**config.mk**
```make
export PLATFORM = sky130hd
export DESIGN_NAME = aes_rx_frame_ctrl
export DESIGN_NICKNAME = d
export VERILOG_FILES = /design/src/rtl/aes_rx_frame_ctrl.sv
export SDC_FILE = /design/constraint.sdc
export NUM_CORES = 1
export LEC_CHECK = 0
export ABC_AREA = 1
export ABC_CLOCK_PERIOD_IN_PS = 3800
export CELL_PAD_IN_SITES_DETAIL_PLACEMENT = 0
export CELL_PAD_IN_SITES_GLOBAL_PLACEMENT = 1
export CORE_UTILIZATION = 41
export DETAILED_ROUTE_END_ITERATION = 8
export MAX_ROUTING_LAYER = met4
export PLACE_DENSITY_LB_ADDON = 0.1
export SLEW_MARGIN = 25
export SYNTH_ARGS = -nofsm -noshare
export SYNTH_HDL_FRONTEND = slang
export SYNTH_SLANG_ARGS = --single-unit
```
**constraint.sdc**
```tcl
create_clock -name clk -period 3.8 [get_ports clk]
set_input_delay 0.76 -clock clk [delete_from_list [all_inputs] [get_ports clk]]
set_output_delay 0.76 -clock clk [all_outputs]
set_load 0.005 [all_outputs]
```
**src/rtl/aes_rx_frame_ctrl.sv**
```systemverilog
// UART-to-AES framing controller: decodes a command byte, collects a 16-byte
// block and either loads the AES key or launches an encrypt/decrypt operation.
module aes_rx_frame_ctrl #(
    parameter int CLK_FREQ   = 100_000_000,
    parameter int TIMEOUT_US = 1000
) (
    input  logic         clk,
    input  logic         rst_n,
    input  logic [7:0]   rx_byte,
    input  logic         rx_valid,
    input  logic         aes_done,
    output logic [127:0] aes_key,
    output logic [127:0] aes_data,
    output logic         aes_mode,
    output logic         aes_start,
    output logic         key_valid,
    output logic         busy,
    output logic         frame_err,
    output logic [1:0]   err_code
);

    localparam int TIMEOUT_CYC = (CLK_FREQ / 1_000_000) * TIMEOUT_US;
    localparam int TMO_W       = (TIMEOUT_CYC > 1) ? $clog2(TIMEOUT_CYC + 1) : 1;
    localparam logic [TMO_W-1:0] TMO_LAST = TMO_W'(TIMEOUT_CYC - 1);

    localparam logic [7:0] CMD_KEY = 8'hA5;
    localparam logic [7:0] CMD_ENC = 8'h5E;
    localparam logic [7:0] CMD_DEC = 8'h5D;

    localparam logic [1:0] ERR_CMD     = 2'd1;
    localparam logic [1:0] ERR_TIMEOUT = 2'd2;
    localparam logic [1:0] ERR_OVERRUN = 2'd3;

    typedef enum logic [1:0] {
        IDLE      = 2'd0,
        COLLECT   = 2'd1,
        START     = 2'd2,
        WAIT_DONE = 2'd3
    } state_t;

    state_t             state_q,     state_d;
    logic [127:0]       stage_q,     stage_d;
    logic [3:0]         cnt_q,       cnt_d;
    logic [TMO_W-1:0]   tmo_q,       tmo_d;
    logic               cmd_key_q,   cmd_key_d;
    logic               cmd_dec_q,   cmd_dec_d;
    logic [127:0]       key_q,       key_d;
    logic [127:0]       data_q,      data_d;
    logic               mode_q,      mode_d;
    logic               kv_q,        kv_d;
    logic               err_q,       err_d;
    logic [1:0]         code_q,      code_d;

    logic [127:0]       stage_shift;
    logic               cmd_ok;

    assign stage_shift = {stage_q[119:0], rx_byte};
    // Data commands are only meaningful once a key exists.
    assign cmd_ok = (rx_byte == CMD_KEY) ||
                    (((rx_byte == CMD_ENC) || (rx_byte == CMD_DEC)) && kv_q);

    always_comb begin
        state_d   = state_q;
        stage_d   = stage_q;
        cnt_d     = cnt_q;
        tmo_d     = tmo_q;
        cmd_key_d = cmd_key_q;
        cmd_dec_d = cmd_dec_q;
        key_d     = key_q;
        data_d    = data_q;
        mode_d    = mode_q;
        kv_d      = kv_q;
        err_d     = 1'b0;
        code_d    = code_q;

        unique case (state_q)
            IDLE: begin
                if (rx_valid) begin
                    if (cmd_ok) begin
                        cmd_key_d = (rx_byte == CMD_KEY);
                        cmd_dec_d = (rx_byte == CMD_DEC);
                        cnt_d     = 4'd0;
                        tmo_d     = '0;
                        state_d   = COLLECT;
                    end else begin
                        err_d  = 1'b1;
                        code_d = ERR_CMD;
                    end
                end
            end

            COLLECT: begin
                // A byte in the expiry cycle wins over the timeout.
                if (rx_valid) begin
                    stage_d = stage_shift;
                    tmo_d   = '0;
                    cnt_d   = cnt_q + 4'd1;
                    if (cnt_q == 4'd15) begin
                        if (cmd_key_q) begin
                            key_d   = stage_shift;
                            kv_d    = 1'b1;
                            state_d = IDLE;
                        end else begin
                            data_d  = stage_shift;
                            mode_d  = cmd_dec_q;
                            state_d = START;
                        end
                    end
                end else if (tmo_q == TMO_LAST) begin
                    err_d   = 1'b1;
                    code_d  = ERR_TIMEOUT;
                    tmo_d   = '0;
                    cnt_d   = 4'd0;
                    state_d = IDLE;
                end else begin
                    tmo_d = tmo_q + TMO_W'(1);
                end
            end

            START: begin
                state_d = WAIT_DONE;
                if (rx_valid) begin
                    err_d  = 1'b1;
                    code_d = ERR_OVERRUN;
                end
            end

            WAIT_DONE: begin
                if (aes_done) begin
                    state_d = IDLE;
                end
                if (rx_valid) begin
                    err_d  = 1'b1;
                    code_d = ERR_OVERRUN;
                end
            end

            default: state_d = IDLE;
        endcase
    end

    always_ff @(posedge clk) begin
        if (!rst_n) begin
            state_q   <= IDLE;
            stage_q   <= '0;
            cnt_q     <= '0;
            tmo_q     <= '0;
            cmd_key_q <= 1'b0;
            cmd_dec_q <= 1'b0;
            key_q     <= '0;
            data_q    <= '0;
            mode_q    <= 1'b0;
            kv_q      <= 1'b0;
            err_q     <= 1'b0;
            code_q    <= '0;
        end else begin
            state_q   <= state_d;
            stage_q   <= stage_d;
            cnt_q     <= cnt_d;
            tmo_q     <= tmo_d;
            cmd_key_q <= cmd_key_d;
            cmd_dec_q <= cmd_dec_d;
            key_q     <= key_d;
            data_q    <= data_d;
            mode_q    <= mode_d;
            kv_q      <= kv_d;
            err_q     <= err_d;
            code_q    <= code_d;
        end
    end

    assign aes_key   = key_q;
    assign aes_data  = data_q;
    assign aes_mode  = mode_q;
    assign aes_start = (state_q == START);
    assign key_valid = kv_q;
    assign busy      = (state_q != IDLE);
    assign frame_err = err_q;
    assign err_code  = code_q;

endmodule

```
-- Yosys cells after proc, flatten, opt, wreduce, memory -nomap -nowiden
Cells that the tools add are included.
- register bits: 406
- input port bits: 12
- output and inout port bits: 263
- logic and storage cells: 77
- $add $sub $neg: 2
- equality and inequality tests: 17
- mux-type cells: 30
- bitwise logic cells: 1
- reduce and logical (&&, ||, !) cells: 15
- operator list (kind ; count):
    $mux W17 ; 4
    $pmux W17 S2 ; 1
    $mux W2 ; 12
    $add A17 B1 Y17 const B ; 1
    $eq A17 B17 Y1 const B ; 1
    $eq A8 B7 Y1 const B ; 2
    $mux W4 ; 4
    $ne A2 B2 Y1 const B ; 6
    $reduce_and A4 Y1 ; 3
    $reduce_and A5 Y1 ; 2
    $eq A8 B8 Y1 const B ; 1
    $pmux W2 S4 ; 1
    $pmux W4 S2 ; 1
    $ne A3 B3 Y1 const B ; 2
    $pmux W2 S3 ; 1
    $reduce_and A3 Y1 ; 2
    $mux W1 ; 5
    $add A4 B1 Y4 const B ; 1
    $eq A2 B2 Y1 const B ; 2
    $eq A4 B4 Y1 const B ; 1
    $reduce_bool A2 Y1 ; 2
    $pmux W1 S3 ; 1
    $eq A2 B1 Y1 const B ; 1
    $logic_not A2 Y1 ; 1
    6 further kinds ; 7

-- Longest topological paths before layout
- word-level depth: 7
- mapped depth: 12
- depth with buffers taken out: 11

-- Worst setup path before layout
OpenSTA, ideal clock, no wires.
- path type: input to register
- start point: input rx_byte[1]
- end point: register tmo_q[1]
- library setup time: 0.117 ns
- data arrival time: 1.745 ns
- data required time: 3.683 ns
- path slack: 1.939 ns
- cell stages on the path: 10
- path buffers: 0
- path through: inv_1 nand2_1 nor3_1 nand2_1 nand2_1 nand2_1 nand2_1 nand2_1 nand2_1 nor3_1
- cells in the longest elaborated chain, start to end: 6
- elaborated cells on any way between the ends: 8
- those cells by class: 4 x eq/ne; 4 x reduce/logical
- ends and longest elaborated chain (element ; line ; RTL):
    start: declaration ; 9 ; input logic [7:0] rx_byte,
    $eq A8 B7 Y1 ; 60 ; (((rx_byte == CMD_ENC) || (rx_byte == CMD_DEC)) && kv_q);
    $logic_or A1 B1 Y1 ; 60 ;
    $logic_and A1 B1 Y1 ; 60 ;
    $logic_or A1 B1 Y1 * ; 59 ; assign cmd_ok = (rx_byte == CMD_KEY) ||
    $ne A2 B2 Y1 (no line) * ; n/a ;
    $reduce_and A3 Y1 (no line) * ; n/a ;
    end signal: assignment ; 160 ; tmo_q <= tmo_d;
    end: declaration ; 44 ; logic [TMO_W-1:0] tmo_q, tmo_d;
Mark *: on every way between the ends. The rest lies on a longest branch, timed or not.
A chain may end at the register's enable or synchronous reset.

-- Worst setup path after layout
- start point: input rx_valid
- end point: register data_q[66], in the netlist aes_data[66]
- cells in the longest elaborated chain, start to end: 1
- ends and longest elaborated chain (element ; line ; RTL):
    start: declaration ; 10 ; input logic rx_valid,
    $reduce_and A4 Y1 (no line) ; n/a ;
    end signal: assignment ; 164 ; data_q <= data_d;
    end: declaration ; 48 ; logic [127:0] data_q, data_d;
No other way between the ends.

==> results.cfg <==
[status]
status = complete, no violations

[logic_synthesis]
synth_seq_area_share_pct = 56.00
synth-xor-area-share_pct = 0.1811
synth_compound_area_share_pct = 19.81
synth_cells = 1765
synth-simple-area-share_pct = 16.98
synth.distinct_cells = 30
muxShareOfSynthArea_pct = 0
synthesis.area_sq_mm = 0.01451
synth_top_family_by_area = compound AO/OA/AOI/OAI gates
synth.avg_cell_area_sq_um = 8.222
syn_nets = 1779
yosys.area_share.adder_pct = 0.1724
ys_ff_latch = 406
yosys_warnings = 0

[critical_path]
critPathRequiredTime_ns = 4.26
cp_max_fo = 71
cp.arrival_ns = 3.24
startpoint_type = primary input
criticalPathCategory = primary input to flip-flop
timing.critical_path.buf_inv = 5
crit_family = buffers and inverters
crit_slowest_cell = buf_4
cpMostUsedCell = inv_2
end_kind = flip-flop
crit_chain = clkdlybuf4s50_1, inv_2, nor2_4, inv_6, nor2_2, inv_2, nor2_8, buf_4, o21ai_0, a21oi_1
critical-path-max-stage-delay_ns = 0.59

[routing]
vias_per_cell = 5.051
ant_nets = 0
routed_wl_um = 42070
drc = 0
first_pass_iters = 5
via_count = 12399
drt-wirelength-per-cell_um = 17.14
drt_iter0_drc = 761

[timing]
worst_pin_slew_ns = 1.004
fin_crit_sh_pct = 73.03
finalHoldViolCount = 0
drv_slew = 0
rsz0062_at_grt = false
fmax_mhz = 360.3
fin_hold_ws_ns = 0.4661
final.setup.tns_ns = 0
setup_viol = 0
min_period_ns = 2.775
final.setup_skew_ns = 0.01218
relSlewSlack_pct = 33.08

[cts]
clk_path_buf_depth = 3
path_clk_slew_ns = 0.06
clock_latency_ns = 0.54
post_cts_buffers = 0
cts-root-buf = clkbuf_16
ctsResizeCount = 0
cts_max_level = 2
ctsHoldBuffers = 0
cts_buffers = 43
clock-sinks = 406
cts_tree = yes

[pwr]
ir_drop_uv = 295.3
power_density_mw_per_mm2 = 456.9
power_leakage_nw = 6.961
total_power_w = 0.008628

[finish]
syn2layout_area_growth_pct = 30.11
antennaDiodeCount = 0
layout-drive-gt1-share_pct = 4.900
nNetsFinal = 1984

[global_route]
grt_pass1_wl_um = 66400
antenna_found_initial = 0
grt.total_usage_pct = 23.62
grt.overflow.total = 0
grt_max_degree = 113
first_global_vias = 11849

[floorplanning]
die_y_um = 190.1
core-area_sq_mm = 0.03471
die_w_um = 190.1
core.rowCount = 68
io_pins = 275
start_util_pct = 41.81
die_area_sq_mm = 0.03615

[place]
routabilityCongestion = 0.8404
io_buffers = 274
dp.final_hpwl_um = 26490

[worst_hold_path]
hp-class = flip-flop to flip-flop

[run]
drv_cap = 0
==> flip-flops by register name, summed over array words and instances, names as in the netlist, named ones only <==
name / cells
aes_data: 128
aes_key: 128
aes_mode: 1
cmd_dec_q: 1
cmd_key_q: 1
cnt_q: 4
err_code: 2
frame_err: 1
key_valid: 1
stage_q: 120
state_q: 1
tmo_q: 17
==> Yosys cell counts (all sizes together) <==
cell	instances	area, sq um
nor3	3	15.01
nor2	390	1498
inv	112	420.4
a211oi	154	1156
nand2	179	676.9
o2111ai	1	8.760
a31o	1	8.760
clkbuf	74	277.8
nand3b	3	22.52
dfxtp	406	8128
or2	3	18.77
o21bai	2	15.01
nand4	17	106.4
o21ai	181	905.9
buf	54	296.5
ha	2	25.02
nand3	23	120.1
xor2	3	26.28
and2	1	6.260
a21oi	156	780.8
==> cells by family after synthesis <==
logic type,count (synthesis)
flops,406
xor+xnor,3
buf+inv,240
fa+ha+maj,2
simple gates,619
compound gates,495
==> layout by cell type, fill, tap and decap left out, drive strengths merged, types with 6 or more instances in the layout <==
cell           count
dfxtp            406
nor2             390
clkdlybuf4s50    273
o21ai            181
nand2            179
a21oi            156
a211oi           154
inv              113
clkbuf            65
nand3             23
nand4             17
buf               15
clkinv             6
==> worst min-delay path: stages (launching register included) <==
cell	delay (ns)
dfxtp_1	0.31
inv_1	0.06
a21oi_1	0.05
==> where the power goes <==
part	total, W	switching (W)	internal, W
clock network	0.00423	0.00169	0.00254
logic	0.000137	0.000103	0.0000340
registers	0.00426	0.00000318	0.00426
==> path summary, 6_finish.rpt <==
path | depth (start not counted) | start | endpoint | slack, ns
setup reg to reg | 9 | state_q[0]$_SDFFE_PN0P_ | aes_data[66]$_SDFFE_PN0P_ | 1.45
hold reg to reg | 2 | stage_q[87]$_SDFFE_PN0P_ | aes_data[95]$_SDFFE_PN0P_ | 0.47
setup / recovery | 10 | rx_valid | aes_data[66]$_SDFFE_PN0P_ | 1.02
hold / removal | 2 | stage_q[87]$_SDFFE_PN0P_ | aes_data[95]$_SDFFE_PN0P_ | 0.47
==> cell type report <==
type                    instances  area (sq um)
well taps                     455         569.3
clock buffers                  65          1290
fillers                      3287         15830
inverters                     112         432.9
multi-input cells            1119          5390
clock inverters                10         140.1
repair buffers                288          2933
flip-flops and latches        406          8128
==> through the flow <==
stage / instance area [sq um] / utilization [%] / instances / setup WS, ns
CTS: 18880 / 54.40 / 2455 / 1.078
detailed placement: 17450 / 50.28 / 2380 / 0.5408
global placement: 17450 / 50.28 / 2380 / 0.5565
finish: 18880 / 54.40 / 2455 / 1.025
floorplan: 14510 / - / 1765 / 1.939
global route: 18880 / 54.40 / 2455 / 0.8143
==> layer usage <==
metal / global-route usage (%) / vias up / part of all wire, %
li1: - / 6283 / -
met2: 35.25 / 297 / 44
met5: - / - / 0
met3: 4.630 / 59 / 5.8
met1: 32.47 / 5760 / 47
met4: 6.431 / 0 / 2.4
Power figures use the tool's default switching activity.
